--- src/rtl/dl_write_buffer_if.sv ---
// Download-side strobe bus and SDRAM write-port handshake for dl_write_buffer.
// The slave modport is the buffer itself; master is the surrounding receiver/RAM side.
interface dl_write_buffer_if;
  logic        downloading;
  logic        dl_wr;
  logic [24:0] dl_addr;
  logic [15:0] dl_data;
  logic        ram_req;
  logic [24:0] ram_addr;
  logic [15:0] ram_data;
  logic        ram_ack;

  modport slave (
    input  downloading, dl_wr, dl_addr, dl_data, ram_ack,
    output ram_req, ram_addr, ram_data
  );

  modport master (
    output downloading, dl_wr, dl_addr, dl_data, ram_ack,
    input  ram_req, ram_addr, ram_data
  );
endinterface

--- src/rtl/dl_write_buffer.sv ---
// Queues SPI download word strobes in a small FIFO and drains them into a shared
// SDRAM write port over a req/ack handshake, reporting busy/done/count/overflow.
module dl_write_buffer #(
  parameter int DEPTH_LOG2 = 3,
  parameter bit SWAP_BYTES = 1'b0
) (
  input  logic              clk,
  input  logic              reset_n,
  dl_write_buffer_if.slave  bus,
  output logic              busy,
  output logic              done,
  output logic              overflow,
  output logic [24:0]       words_written
);
  localparam int DEPTH = 1 << DEPTH_LOG2;
  localparam logic [DEPTH_LOG2:0] PTR_ONE = {{DEPTH_LOG2{1'b0}}, 1'b1};

  typedef enum logic {IDLE = 1'b0, REQ = 1'b1} state_t;

  state_t                state, state_next;
  logic [DEPTH_LOG2:0]   wr_ptr, rd_ptr;
  logic [24:0]           addr_mem [DEPTH];
  logic [15:0]           data_mem [DEPTH];
  logic                  empty, full, pop, push, drop, load, start;
  logic                  downloading_p1, busy_p1;

  function automatic logic [15:0] order_bytes(input logic [15:0] d);
    return SWAP_BYTES ? {d[7:0], d[15:8]} : d;
  endfunction

  assign empty = (wr_ptr == rd_ptr);
  assign full  = (wr_ptr[DEPTH_LOG2] != rd_ptr[DEPTH_LOG2]) &&
                 (wr_ptr[DEPTH_LOG2-1:0] == rd_ptr[DEPTH_LOG2-1:0]);
  assign pop   = (state == REQ) && bus.ram_ack;
  // A pop frees the head slot in the same cycle, so a full FIFO can still accept.
  assign push  = bus.dl_wr && (!full || pop);
  assign drop  = bus.dl_wr && full && !pop;
  assign start = bus.downloading && !downloading_p1;
  assign busy  = reset_n && (bus.downloading || !empty || bus.ram_req);

  always_comb begin
    state_next = state;
    load       = 1'b0;
    case (state)
      IDLE: if (!empty) begin
        state_next = REQ;
        load       = 1'b1;
      end
      REQ:  if (bus.ram_ack) state_next = IDLE;
      default: state_next = IDLE;
    endcase
  end

  always_ff @(posedge clk) begin
    if (push) begin
      addr_mem[wr_ptr[DEPTH_LOG2-1:0]] <= bus.dl_addr;
      data_mem[wr_ptr[DEPTH_LOG2-1:0]] <= bus.dl_data;
    end
  end

  always_ff @(posedge clk or negedge reset_n) begin
    if (!reset_n) begin
      state          <= IDLE;
      wr_ptr         <= '0;
      rd_ptr         <= '0;
      bus.ram_req    <= 1'b0;
      bus.ram_addr   <= '0;
      bus.ram_data   <= '0;
      downloading_p1 <= 1'b0;
      busy_p1        <= 1'b0;
      done           <= 1'b0;
      overflow       <= 1'b0;
      words_written  <= '0;
    end else begin
      state          <= state_next;
      downloading_p1 <= bus.downloading;
      busy_p1        <= busy;
      done           <= busy_p1 & ~busy;
      if (push) wr_ptr <= wr_ptr + PTR_ONE;
      if (pop)  rd_ptr <= rd_ptr + PTR_ONE;
      if (load) begin
        bus.ram_req  <= 1'b1;
        bus.ram_addr <= addr_mem[rd_ptr[DEPTH_LOG2-1:0]];
        bus.ram_data <= order_bytes(data_mem[rd_ptr[DEPTH_LOG2-1:0]]);
      end else if (pop) begin
        bus.ram_req  <= 1'b0;
      end
      // Download start clears status; an event in the same cycle still counts.
      if (start)     overflow <= drop;
      else if (drop) overflow <= 1'b1;
      if (start)     words_written <= {24'd0, pop};
      else if (pop)  words_written <= words_written + 25'd1;
    end
  end
endmodule

--- src/flat_wrapper.sv ---
// flat-port wrapper written by rule: the top's interface ports become plain ports
module dl_write_buffer_flat 
#(
  parameter int DEPTH_LOG2 = 3,
  parameter bit SWAP_BYTES = 1'b0
)
  (clk, reset_n, busy, done, overflow, words_written, bus_downloading, bus_dl_wr, bus_dl_addr, bus_dl_data, bus_ram_ack, bus_ram_req, bus_ram_addr, bus_ram_data);
  dl_write_buffer_if bus_i ();
  input  logic clk;
  input  logic reset_n;
  output logic busy;
  output logic done;
  output logic overflow;
  output logic [24:0] words_written;
  input wire logic [$bits(bus_i.downloading)-1:0] bus_downloading;
  input wire logic [$bits(bus_i.dl_wr)-1:0] bus_dl_wr;
  input wire logic [$bits(bus_i.dl_addr)-1:0] bus_dl_addr;
  input wire logic [$bits(bus_i.dl_data)-1:0] bus_dl_data;
  input wire logic [$bits(bus_i.ram_ack)-1:0] bus_ram_ack;
  output wire logic [$bits(bus_i.ram_req)-1:0] bus_ram_req;
  output wire logic [$bits(bus_i.ram_addr)-1:0] bus_ram_addr;
  output wire logic [$bits(bus_i.ram_data)-1:0] bus_ram_data;
  assign bus_i.downloading = bus_downloading;
  assign bus_i.dl_wr = bus_dl_wr;
  assign bus_i.dl_addr = bus_dl_addr;
  assign bus_i.dl_data = bus_dl_data;
  assign bus_i.ram_ack = bus_ram_ack;
  assign bus_ram_req = bus_i.ram_req;
  assign bus_ram_addr = bus_i.ram_addr;
  assign bus_ram_data = bus_i.ram_data;
  dl_write_buffer #(.DEPTH_LOG2(DEPTH_LOG2), .SWAP_BYTES(SWAP_BYTES)) u_core (.clk(clk), .reset_n(reset_n), .bus(bus_i), .busy(busy), .done(done), .overflow(overflow), .words_written(words_written));
endmodule
--- config.mk ---
export PLATFORM = sky130hd
export DESIGN_NAME = dl_write_buffer_flat
export DESIGN_NICKNAME = d
export VERILOG_FILES = /design/src/rtl/dl_write_buffer_if.sv /design/src/rtl/dl_write_buffer.sv /design/src/flat_wrapper.sv
export SDC_FILE = /design/constraint.sdc
export NUM_CORES = 1
export LEC_CHECK = 0
export CAP_MARGIN = 20
export CORE_MARGIN = 5
export CORE_UTILIZATION = 30
export DETAILED_ROUTE_END_ITERATION = 7
export GPL_TIMING_DRIVEN = 0
export MAX_ROUTING_LAYER = met4
export PLACE_DENSITY_LB_ADDON = 0.12
export SLEW_MARGIN = 10
export SYNTH_ARGS = -nofsm -noshare
export SYNTH_HDL_FRONTEND = slang
export SYNTH_SLANG_ARGS = --single-unit
--- constraint.sdc ---
create_clock -name clk -period 7.2 [get_ports clk]
set_clock_uncertainty 0.15 [all_clocks]
set_input_delay 1.44 -clock clk [delete_from_list [all_inputs] [get_ports clk]]
set_output_delay 1.44 -clock clk [all_outputs]
set_load 0.05 [all_outputs]
# Word-level counts from Yosys, hierarchy flattened
# Memories as Yosys holds them, arrays and structs flattened. A register that Yosys moved wholly into a read port is not among the register bits.
# Cells that the tools add are included.
totals:
  reg_bits: 39
  ram_bits: 328
  input_bits: 46
  out_inout_bits: 70
  word_cells: 51
  n_memories: 2
classes:
  addsub: 3
  eq_ne: 3
  mux: 12
  n_bitwise: 3
  n_reduce_logical: 19
mem_list:
  columns: ["memory", "depth", "width", "rd", "rd_ports_with_merged_regs", "wr", "line", "source"]
  rows:
  - ["u_core.addr_mem", 8, 25, 1, 1, 1, "dl_write_buffer.sv:22", "logic [24:0] addr_mem [DEPTH];"]
  - ["u_core.data_mem", 8, 16, 1, 1, 1, "dl_write_buffer.sv:23", "logic [15:0] data_mem [DEPTH];"]
op_table:
  columns: ["cell", "count"]
  rows:
  - ["25-bit two-way mux", 2]
  - ["25-bit by 1-bit adder with 25-bit output, second input constant", 1]
  - ["1-bit two-way mux", 9]
  - ["4-bit by 1-bit adder with 4-bit output, second input constant", 2]
  - ["1-bit logical AND", 7]
  - ["1-bit zero test", 6]
  - ["2-bit nonzero test", 3]
  - ["4-bit equality test", 1]
  - ["3-bit equality test", 1]
  - ["1-bit logical OR", 3]
  - ["1-bit NOT", 2]
  - ["1-bit one-hot mux with 2 select lines", 1]
  - ["1-bit AND", 1]
  - ["1-bit != test", 1]

# Longest topological paths before layout
logic_depth:
  word_depth: 7
  ltp_mapped: 7
  depth_no_buf: 5

# Worst setup path after synthesis
# No wires, ideal clock.
synth_path:
  path_kind: "input-to-reg"
  from: "in bus_ram_ack"
  to: "mem u_core.addr_mem[0][0], enable pin"
  setup_time_ps: 542
  arrival_ps: 5727
  t_required_ps: 6508
  setup_slack_ps: 781
  stages: 4
  path_buffers: 0
  path_cell_list: "nand2_1 -> nand2_1 -> o21ai_1 -> nor4_1"
synth_via:
  elab_chain_cells: 5
synth_rtl:
  columns: ["element", "line", "source"]
  rows:
  - ["start, declared", "flat_wrapper.sv:19", "input wire logic [$bits(bus_i.ram_ack)-1:0] bus_ram_ack;"]
  - ["1-bit logical AND", "dl_write_buffer.sv:34", "assign pop = (state == REQ) && bus.ram_ack;"]
  - ["1-bit logical OR", "dl_write_buffer.sv:36", "assign push = bus.dl_wr && (!full || pop);"]
  - ["1-bit logical AND", "dl_write_buffer.sv:36", null]
  - ["1-bit two-way mux", "dl_write_buffer.sv:55", "if (push) begin"]
  - ["1-bit two-way mux (not written as such)", "dl_write_buffer.sv:56", "addr_mem[wr_ptr[DEPTH_LOG2-1:0]] <= bus.dl_addr;"]
  - ["end, declared", "dl_write_buffer.sv:22", null]
# Every way passes these cells.

# Worst setup path after layout
layout_path:
  from: "in bus_downloading"
  to: "out busy"
layout_via:
  elab_chain_cells: 3
layout_rtl:
  columns: ["element", "line", "source"]
  rows:
  - ["start, declared", "flat_wrapper.sv:15", "input wire logic [$bits(bus_i.downloading)-1:0] bus_downloading;"]
  - ["1-bit logical OR (2 in series)", "dl_write_buffer.sv:39", "assign busy = reset_n && (bus.downloading || !empty || bus.ram_req);"]
  - ["1-bit logical AND", "dl_write_buffer.sv:39", null]
  - ["end, declared", "flat_wrapper.sv:11", "output logic busy;"]
# Every way passes these cells.

==> results.cfg <==
[setup_path]
end_kind = output port
worstSetupPathType = primary input to output port
start_kind = primary input
r2r_setup_slack_ps = 3750
r2r_start = u_core.rd_ptr[1]
r2r-end = u_core.data_mem[2][5]
arrival_ps = 3350
path_cells = clkdlybuf4s50_1, o41ai_1, inv_1, clkdlybuf4s50_1
critPathMaxFanout = 4
slowest_delay_ps = 740
crit_slowest_cell = clkdlybuf4s50_1
crit_path_frequent_cell = clkdlybuf4s50_1
cp.required_ps = 5610
rr_worst_depth = 9

[clock_network]
cts_tree = built
cts_hold_buf = 0
path_clk_slew_ps = 60
h-tree-depth = 2
clockBufferDepth = 3
clkSinkCount = 408
cts_setup_buffers = 0
cts_buffers = 46
insertion_delay_ps = 580
cts_resized = 0
clockRootBuffer = clkbuf_16

[synth]
syn_avg_cell_area_um2 = 19.16
yosysUniqueCellTypes = 41
netlist_area_um2 = 15630
synth_edf_count = 328
ys.warnings.count = 0
ys_ff_latch = 408
yosysSeqAreaShare_pct = 75.81
syn_inst = 816
async_flop_share_pct = 19.61
synth_nets = 865
synth_flop_cell = edfxtp_1

[place]
dp_hpwl_mm = 25.10
port_buffers = 115
pre_cts_slack_ps = 2256
gp_congestion = 0.7304
place_inst = 1653

[pwr]
powerDensity_nw_per_um2 = 419.1
totalPowerFinal_mw = 8.237
p_leak_nw = 6.646
ir_drop_v = 0.0001997

[sta]
drv_slew = 0
tns_ps = 0
finalSetupViolCount = 0
fmax_ghz = 0.2025
final-hold-violation-count = 0
rsz0062_at_grt = false
setup_ws_ps = 2262
timing.hold.ws_ps = 301.8
min_period_ps = 4938
max_slew_margin_pct = 32.43
worst_pin_slew_ps = 1014
finalCritPeriodShare_pct = 68.58

[grt]
grt_pass1_wl_mm = 57.45
grt_max_degree = 67
antenna_found_initial = 3
first_global_vias = 8486
grt_overflow_total = 0
track_usage_pct = 13.97

[layout]
nets = 1070
n_fill_cell = 4846
drive_gt1_share_pct = 21.17
stdcell_count = 1741
areaGrowthSynthToFinish_pct = 25.73

[route]
dr.pass1.iters = 4
drtIter0Drc = 437
routedWlPerCell_um = 22.09
vias = 8086
wirelength_mm = 38.47
ant_nets = 0
via_per_inst = 4.644
drc = 0

[worst_hold_path]
hold_path.startpoint = u_core.busy_p1
holdPathEnd = u_core.done
hp-class = register to register
hold_depth = 1

[floorplan]
dieArea_um2 = 56770
ios = 116
die_w_um = 238.3
num_rows = 83
die_h_um = 238.3
core_area_um2 = 51510
initial_core_util_pct = 30.35

[run]
max-cap-violations = 0

[run_status]
status = completed
## state kept, by name, indices dropped and copies added (netlist names)
name and count:
u_core.addr_mem 200, u_core.data_mem 128, u_core.bus.ram_addr 25, u_core.words_written 25, u_core.bus.ram_data 16, u_core.rd_ptr 4, u_core.wr_ptr 4, u_core.bus.ram_req 1
u_core.busy_p1 1, u_core.done 1, u_core.downloading_p1 1, u_core.overflow 1, u_core.state 1
## per-layer routing
metal / part of all wire, % / track usage (%) / up-vias
met5: 0 / - / -
met4: 1.8 / 3.252 / 0
met3: 4.4 / 3.121 / 51
met2: 47 / 21.65 / 158
met1: 46 / 19.02 / 4206
li1: - / - / 3671
## power breakdown
part	internal [mW]	leakage (nW)	switching, mW
sequential	3.01	3.94	0.164
combinational	1.09	1.98	1.66
clock	1.37	0.724	0.941
total	5.47	6.65	2.77
## how the worst max path moves through the flow
| stage | from | end | slack (ps) | depth (start not counted) |
|---|---|---|---|---|
| after floorplan | bus_ram_ack | u_core.addr_mem[0][0] | 780 | 4 |
| after global placement | bus_ram_ack | u_core.addr_mem[0][3] | -5700 | 5 |
| after detailed placement | bus_downloading | busy | 2260 | 4 |
| after CTS | bus_downloading | busy | 2250 | 4 |
| after global routing | u_core.rd_ptr[1] | busy | 2140 | 6 |
| final | bus_downloading | busy | 2260 | 4 |
## cell type report
type	count	area (um^2)	area share (%)
sequential	408	11850	60.30
inverter	3	11.26	0.05729
clock inverter	21	231.5	1.178
tap	680	850.8	4.329
multi-input combinational	363	3642	18.53
buffer	42	180.2	0.9167
antenna	3	7.507	0.03819
clock buffer	64	1260	6.410
timing repair buffer	157	1620	8.244
## critical path: cells and delay by family
kind                   cells  cell delay (ps)
buffers and inverters      3             1410
AO/OA/AOI/OAI              1              490
## metrics by stage
stage               util, %  cell area (um^2)
global placement      34.24             17630
CTS                   38.14             19650
detailed placement    35.25             18160
finish                38.16             19660
global route          38.16             19660
floorplan                 -             15630
## cell usage in the layout (no fill, tap or decap), types with 5 or more instances in the layout
cell type	Yosys	routed
edfxtp_1	328	328
clkdlybuf4s50_1	0	114
mux4_2	82	82
dfrtp_1	80	80
nor2_1	63	61
a21oi_1	52	51
clkbuf_16	0	47
mux2i_1	42	42
clkbuf_1	17	32
nand2_1	23	23
buf_2	16	20
xnor2_1	17	17
buf_4	0	16
buf_6	0	15
nand4_1	11	11
clkinv_2	0	8
nand3_1	7	7
buf_1	7	7
o21ai_0	7	7
or3_1	7	7
xor2_1	6	6
buf_12	0	5
## Yosys cell counts (all sizes together), types with 4 or more instances
cell | instances | area share, %
a21oi | 52 | 1.7
buf | 23 | 0.68
dfrtp | 80 | 13
mux4 | 82 | 12
o21ai | 8 | 0.26
nor2 | 63 | 1.5
xor2 | 6 | 0.34
nor3 | 8 | 0.26
nand2 | 23 | 0.55
nand2b | 4 | 0.16
clkbuf | 19 | 0.47
nor4 | 5 | 0.20
xnor2 | 17 | 0.95
nand4 | 12 | 0.58
edfxtp | 328 | 63
mux2i | 42 | 2.7
nand3 | 7 | 0.22
or3 | 7 | 0.28
## cells by family (layout without fill, tap and decap cells)
group | count (synthesis) | after routing | synth area share (%)
adders and majority gates | 3 | 3 | 0.2401
muxes | 125 | 125 | 14.57
other | 0 | 3 | 0
DFF | 408 | 408 | 75.81
xor gates and xnor gates | 23 | 23 | 1.289
and+or+nand+nor | 140 | 140 | 4.298
buffers and inverters | 45 | 287 | 1.225
AOI/OAI and AO/OA | 72 | 72 | 2.561
(Power assumes the default switching activity.)
